File: src/rtl/flag_unit.sv
// flag_unit: condition-flag register with a pending-setter scoreboard.
// Computes {N,Z,V,C} for ADD/SUB/AND results and loads them on a flag-setting
// writeback. It also counts in-flight flag setters, so branches that depend on
// flags can stall until every outstanding setter has retired.
// Optional build macro FLAGBYPASS_EN: forwards freshly computed flags and the
// post-retire pending state combinationally in the load cycle. When it is not
// defined, flags and pending are driven only from registers.
`ifndef WORDSIZE
`define WORDSIZE 64
`endif
`ifndef FLAGSIZE
`define FLAGSIZE 4
`endif

module flag_unit #(
  parameter int MAXPENDING = 3  // 1..7
) (
  input  logic                 clk,
  input  logic                 rst,
  input  logic                 issue,
  input  logic                 wr,
  input  logic                 setflags,
  input  logic [1:0]           op,
  input  logic [`WORDSIZE-1:0] a,
  input  logic [`WORDSIZE-1:0] b,
  input  logic [`WORDSIZE-1:0] result,
  output logic [`FLAGSIZE-1:0] flags,
  output logic                 pending,
  output logic                 full,
  output logic                 err
);

  localparam int             MSB   = `WORDSIZE - 1;
  localparam int             CW    = $clog2(MAXPENDING + 1);
  localparam logic [CW-1:0]  MAXCNT = CW'(MAXPENDING);

  logic [`FLAGSIZE-1:0] r_flags;
  logic [CW-1:0]        r_cnt;
  logic                 r_err;

  logic                 w_retire;
  logic                 w_load;
  logic [`FLAGSIZE-1:0] w_new_flags;
  logic [CW-1:0]        w_cnt_nxt;
  logic                 w_err_set;

  // Every flag-setting writeback retires a setter. The reserved opcode
  // retires too, but it never loads the flag register.
  assign w_retire = wr & setflags;
  assign w_load   = w_retire & (op != 2'b11);

  // Flag computation. Both carries are expressed as magnitude compares:
  //   ADD: carry(a+b)     <=> a > ~b
  //   SUB: carry(a+~b+1)  <=> a >= b   (C=1 means no borrow)
  always_comb begin
    w_new_flags    = '0;
    w_new_flags[3] = result[MSB];
    w_new_flags[2] = (result == '0);
    case (op)
      2'b00: begin
        w_new_flags[1] = (a[MSB] == b[MSB]) & (result[MSB] != a[MSB]);
        w_new_flags[0] = (a > ~b);
      end
      2'b01: begin
        w_new_flags[1] = (a[MSB] != b[MSB]) & (result[MSB] != a[MSB]);
        w_new_flags[0] = (a >= b);
      end
      default: begin
        w_new_flags[1] = 1'b0;
        w_new_flags[0] = 1'b0;
      end
    endcase
  end

  // Next pending count plus protocol checks. An issue and a retire in the
  // same cycle cancel out, so overflow and underflow cannot occur then.
  always_comb begin
    w_cnt_nxt = r_cnt;
    w_err_set = 1'b0;
    if (issue && !w_retire) begin
      if (r_cnt == MAXCNT) w_err_set = 1'b1;
      else                 w_cnt_nxt = r_cnt + CW'(1);
    end else if (w_retire && !issue) begin
      if (r_cnt == '0) w_err_set = 1'b1;
      else             w_cnt_nxt = r_cnt - CW'(1);
    end
    if (w_retire && (op == 2'b11)) w_err_set = 1'b1;
  end

  // Flag register: loads only on a valid flag-setting writeback.
  always_ff @(posedge clk or posedge rst) begin
    if (rst)         r_flags <= '0;
    else if (w_load) r_flags <= w_new_flags;
  end

  // Pending counter and sticky error flag.
  always_ff @(posedge clk or posedge rst) begin
    if (rst) begin
      r_cnt <= '0;
      r_err <= 1'b0;
    end else begin
      r_cnt <= w_cnt_nxt;
      if (w_err_set) r_err <= 1'b1;
    end
  end

`ifdef FLAGBYPASS_EN
  // Forward the load value, and release the stall when the last setter retires.
  assign flags   = w_load ? w_new_flags : r_flags;
  assign pending = (r_cnt > CW'(w_retire));
`else
  assign flags   = r_flags;
  assign pending = (r_cnt != '0);
`endif
  assign full = (r_cnt == MAXCNT);
  assign err  = r_err;

endmodule

File: config.mk
export PLATFORM = sky130hd
export DESIGN_NAME = flag_unit
export DESIGN_NICKNAME = d
export VERILOG_FILES = /design/src/rtl/flag_unit.sv
export SDC_FILE = /design/constraint.sdc
export NUM_CORES = 1
export LEC_CHECK = 0
export CORE_MARGIN = 4
export CORE_UTILIZATION = 36
export CTS_CLUSTER_SIZE = 10
export DETAILED_ROUTE_END_ITERATION = 12
export HOLD_SLACK_MARGIN = 0.08
export PLACE_DENSITY = 0.78
export SLEW_MARGIN = 20
export SYNTH_ARGS = -nofsm -noshare
export SYNTH_HDL_FRONTEND = slang
export SYNTH_SLANG_ARGS = --single-unit
File: constraint.sdc
create_clock -name clk -period 1.2 [get_ports clk]
set_input_delay 0.36 -clock clk [delete_from_list [all_inputs] [get_ports clk]]
set_output_delay 0.36 -clock clk [all_outputs]
set_load 0.005 [all_outputs]
==> impl_metrics.toml <==
[clocking]
cts_made_buffers = 3
cts_tree = "done"
cts_root_buf = "clkbuf_8"
clock_path_buffers = 2
path_clk_slew_ns = 0.04
htreeDepth = 1
hold_buffers = 0
cts_sinks = 7
clk-insertion-delay-late_ns = 0.23

[synthesis]
ys_async_sr_fraction_pct = 100
syn_area_mm2 = 0.00358
yosysUniqueCellTypes = 50
synthFlopType = "dfrtp_1"
syn-num-nets = 792
avgSynthCellArea_um2 = 7.74
synth_warnings = 0
ys_seq_elements = 7
netlist_instances = 463
synth_edf_count = 0
ys_seq_area_share_pct = 4.89

[floorplanning]
die_w_um = 108
die_h_um = 108
fp-row-count = 36
fp.coreArea_mm2 = 0.00973
dieArea_mm2 = 0.0116
start_util_pct = 36.8
num_io_pins = 206

[layout]
fin_cells = 912
drive_above_1_share_pct = 48.7
fin_nets = 1108
postLayoutCellArea_mm2 = 0.00753
syn_to_final_growth_pct = 110

[worst_setup_path]
cp.required_ns = 1.31
crit_type = "input port to register"
critPathMaxFanout = 3
rr_worst_depth = 5
reg2reg_setup_slack_ns = -0.13
crit_path_end_kind = "register"
crit_arrival_ns = 2.30
r2r-start = "flags[0]"
r2r_end = "flags[0]"
startpoint_type = "input port"

[route]
wire_per_inst_um = 17.8
drc = 0
via_count = 4720
ant_nets = 0
wl_met3_um = 826
drt_first_iter_violations = 160
met2_length_mm = 8.71
wl_mm = 16.2
via_per_inst = 5.18
drt-met1-wl_mm = 6.13
detail_route.first_pass.iterations = 4
topRoutingLayerUsed = "met4"

[timing]
max_freq_mhz = 457
fin_crit_ns = 2.19
rsz0062_at_grt = "yes"
fin_skew_ns = 0.000404
final.setup.tns_ns = -1.47
fin_ws_ns = -0.990
drv_slew = 0
hold_violations = 0
tightest_slew_ns = 0.364
setup_viol = 6
relSlewSlack_pct = 75.5
finalCritPeriodShare_pct = 182

[grt]
grt_use_total_pct = 26.2
grt_overflow = 0
grt_max_degree = 8
antenna_found_initial = 0
grt_pass1_wl_mm = 24.8
grt_pass1_vias = 5298

[place]
place_area_mm2 = 0.00658
gp_congestion = 0.894
hpwl_mm = 12.2
post-place-cells = 891
place_ws_ns = -1.77
io_buffers = 205

[power]
vdd.ir_drop.worst_v = 0.000395
finalPower_mw = 3.56
leakage_nw = 3.65
p_per_area_mw_per_mm2 = 473

[hold_path]
holdCritPathClass = "input port to async pin"

[status]
violations = "negative setup slack"
status = "finished with violations"

[job]
max_cap_viol_count = 0
routing by layer:
layer  GRT usage [%]  vias up
li1                -     2295
met4            11.4        0
met1            28.4     2208
met3            3.54       46
met5               0        -
met2            50.0      171
Yosys cell counts, drive strengths merged (7+ instances only):
cell | instances | share of area (%)
nand4 | 10 | 1.7
dfrtp | 7 | 4.9
nand2 | 19 | 2.0
nor3 | 8 | 1.1
nor2 | 22 | 2.3
inv | 90 | 9.4
nor4 | 28 | 4.9
and4 | 9 | 2.2
a21o | 9 | 1.9
o21bai | 8 | 1.7
a21oi | 41 | 5.7
o21ai | 16 | 2.2
nor2b | 9 | 1.6
ha | 130 | 45
worst max path at each step:
stage | from | to | slack, ns | cells after the start
global placement | b[19] | flags[0] | -1.73 | 9
floorplan | b[19] | flags[0] | -0.96 | 8
global route | b[23] | flags[0] | -1.07 | 10
finish | b[29] | flags[0] | -0.99 | 10
detailed placement | b[19] | flags[0] | -1.77 | 9
CTS | b[17] | flags[0] | -1.02 | 10
sequential cells by signal, indices dropped and copies added (netlist names):
signal / count
err: 1
flags: 4
r_cnt: 2
power breakdown:
group          total, mW  internal, mW  switching [mW]
combinational       2.89          1.61            1.28
sequential         0.333         0.288          0.0450
clock              0.337         0.230           0.107
layout by cell type, fill, tap and decap left out, drive strengths merged, types with 16 or more instances in the layout:
master	instances
clkbuf	40
nor4	28
a21oi	41
nor2	22
clkdlybuf4s15	23
buf	162
nand2	19
o21ai	16
dlygate4sd2	76
inv	90
ha	130
worst max-delay path: stages:
cell and delay [ns]:
clkdlybuf4s15_2 0.20, inv_2 0.05, ha_4 0.26, nor3_2 0.05, and3_4 0.17, a21boi_1 0.12
o41a_1 0.40, nor4b_2 0.32, a41oi_2 0.14, a41o_1 0.21
cells by family (layout without fill, tap and decap cells):
logic type / after synthesis / in the layout / synth area share (%)
adder cells (fa/ha/maj): 130 / 130 / 45.4
AND/OR/NAND/NOR: 123 / 123 / 19.4
AO/OA/AOI/OAI: 110 / 110 / 20.0
buffers and inverters: 90 / 405 / 9.43
flip-flops: 7 / 7 / 4.89
multiplexers: 2 / 2 / 0.594
XOR/XNOR: 1 / 1 / 0.244
other: 0 / 1 / 0
cell type report:
cell class / count / area, um^2
Fill cell: 688 / 2200
Inverter: 90 / 358
Clock buffer: 4 / 45.0
Tap cell: 133 / 166
Multi-Input combinational cell: 366 / 4300
Antenna cell: 1 / 2.50
Timing Repair Buffer: 311 / 2480
Sequential cell: 7 / 175
per-stage QoR:
stage / hold WS (ns) / util [%]
6_report: 0.382 / 77.4
5_1_grt: 0.408 / 77.4
4_1_cts: 0.374 / 77.0
3_5_place_dp: 0.523 / 67.6
3_3_place_gp: 0.476 / 67.6
2_1_floorplan: 0.163 / -
what timing repair did:
item                                    4_1_cts  5_1_grt
endpoints found under the setup margin       14       11
pin swaps                                    76       38
setup buffers                                13        7
resized for setup                           572      114
Power figures use the tool's default switching activity.
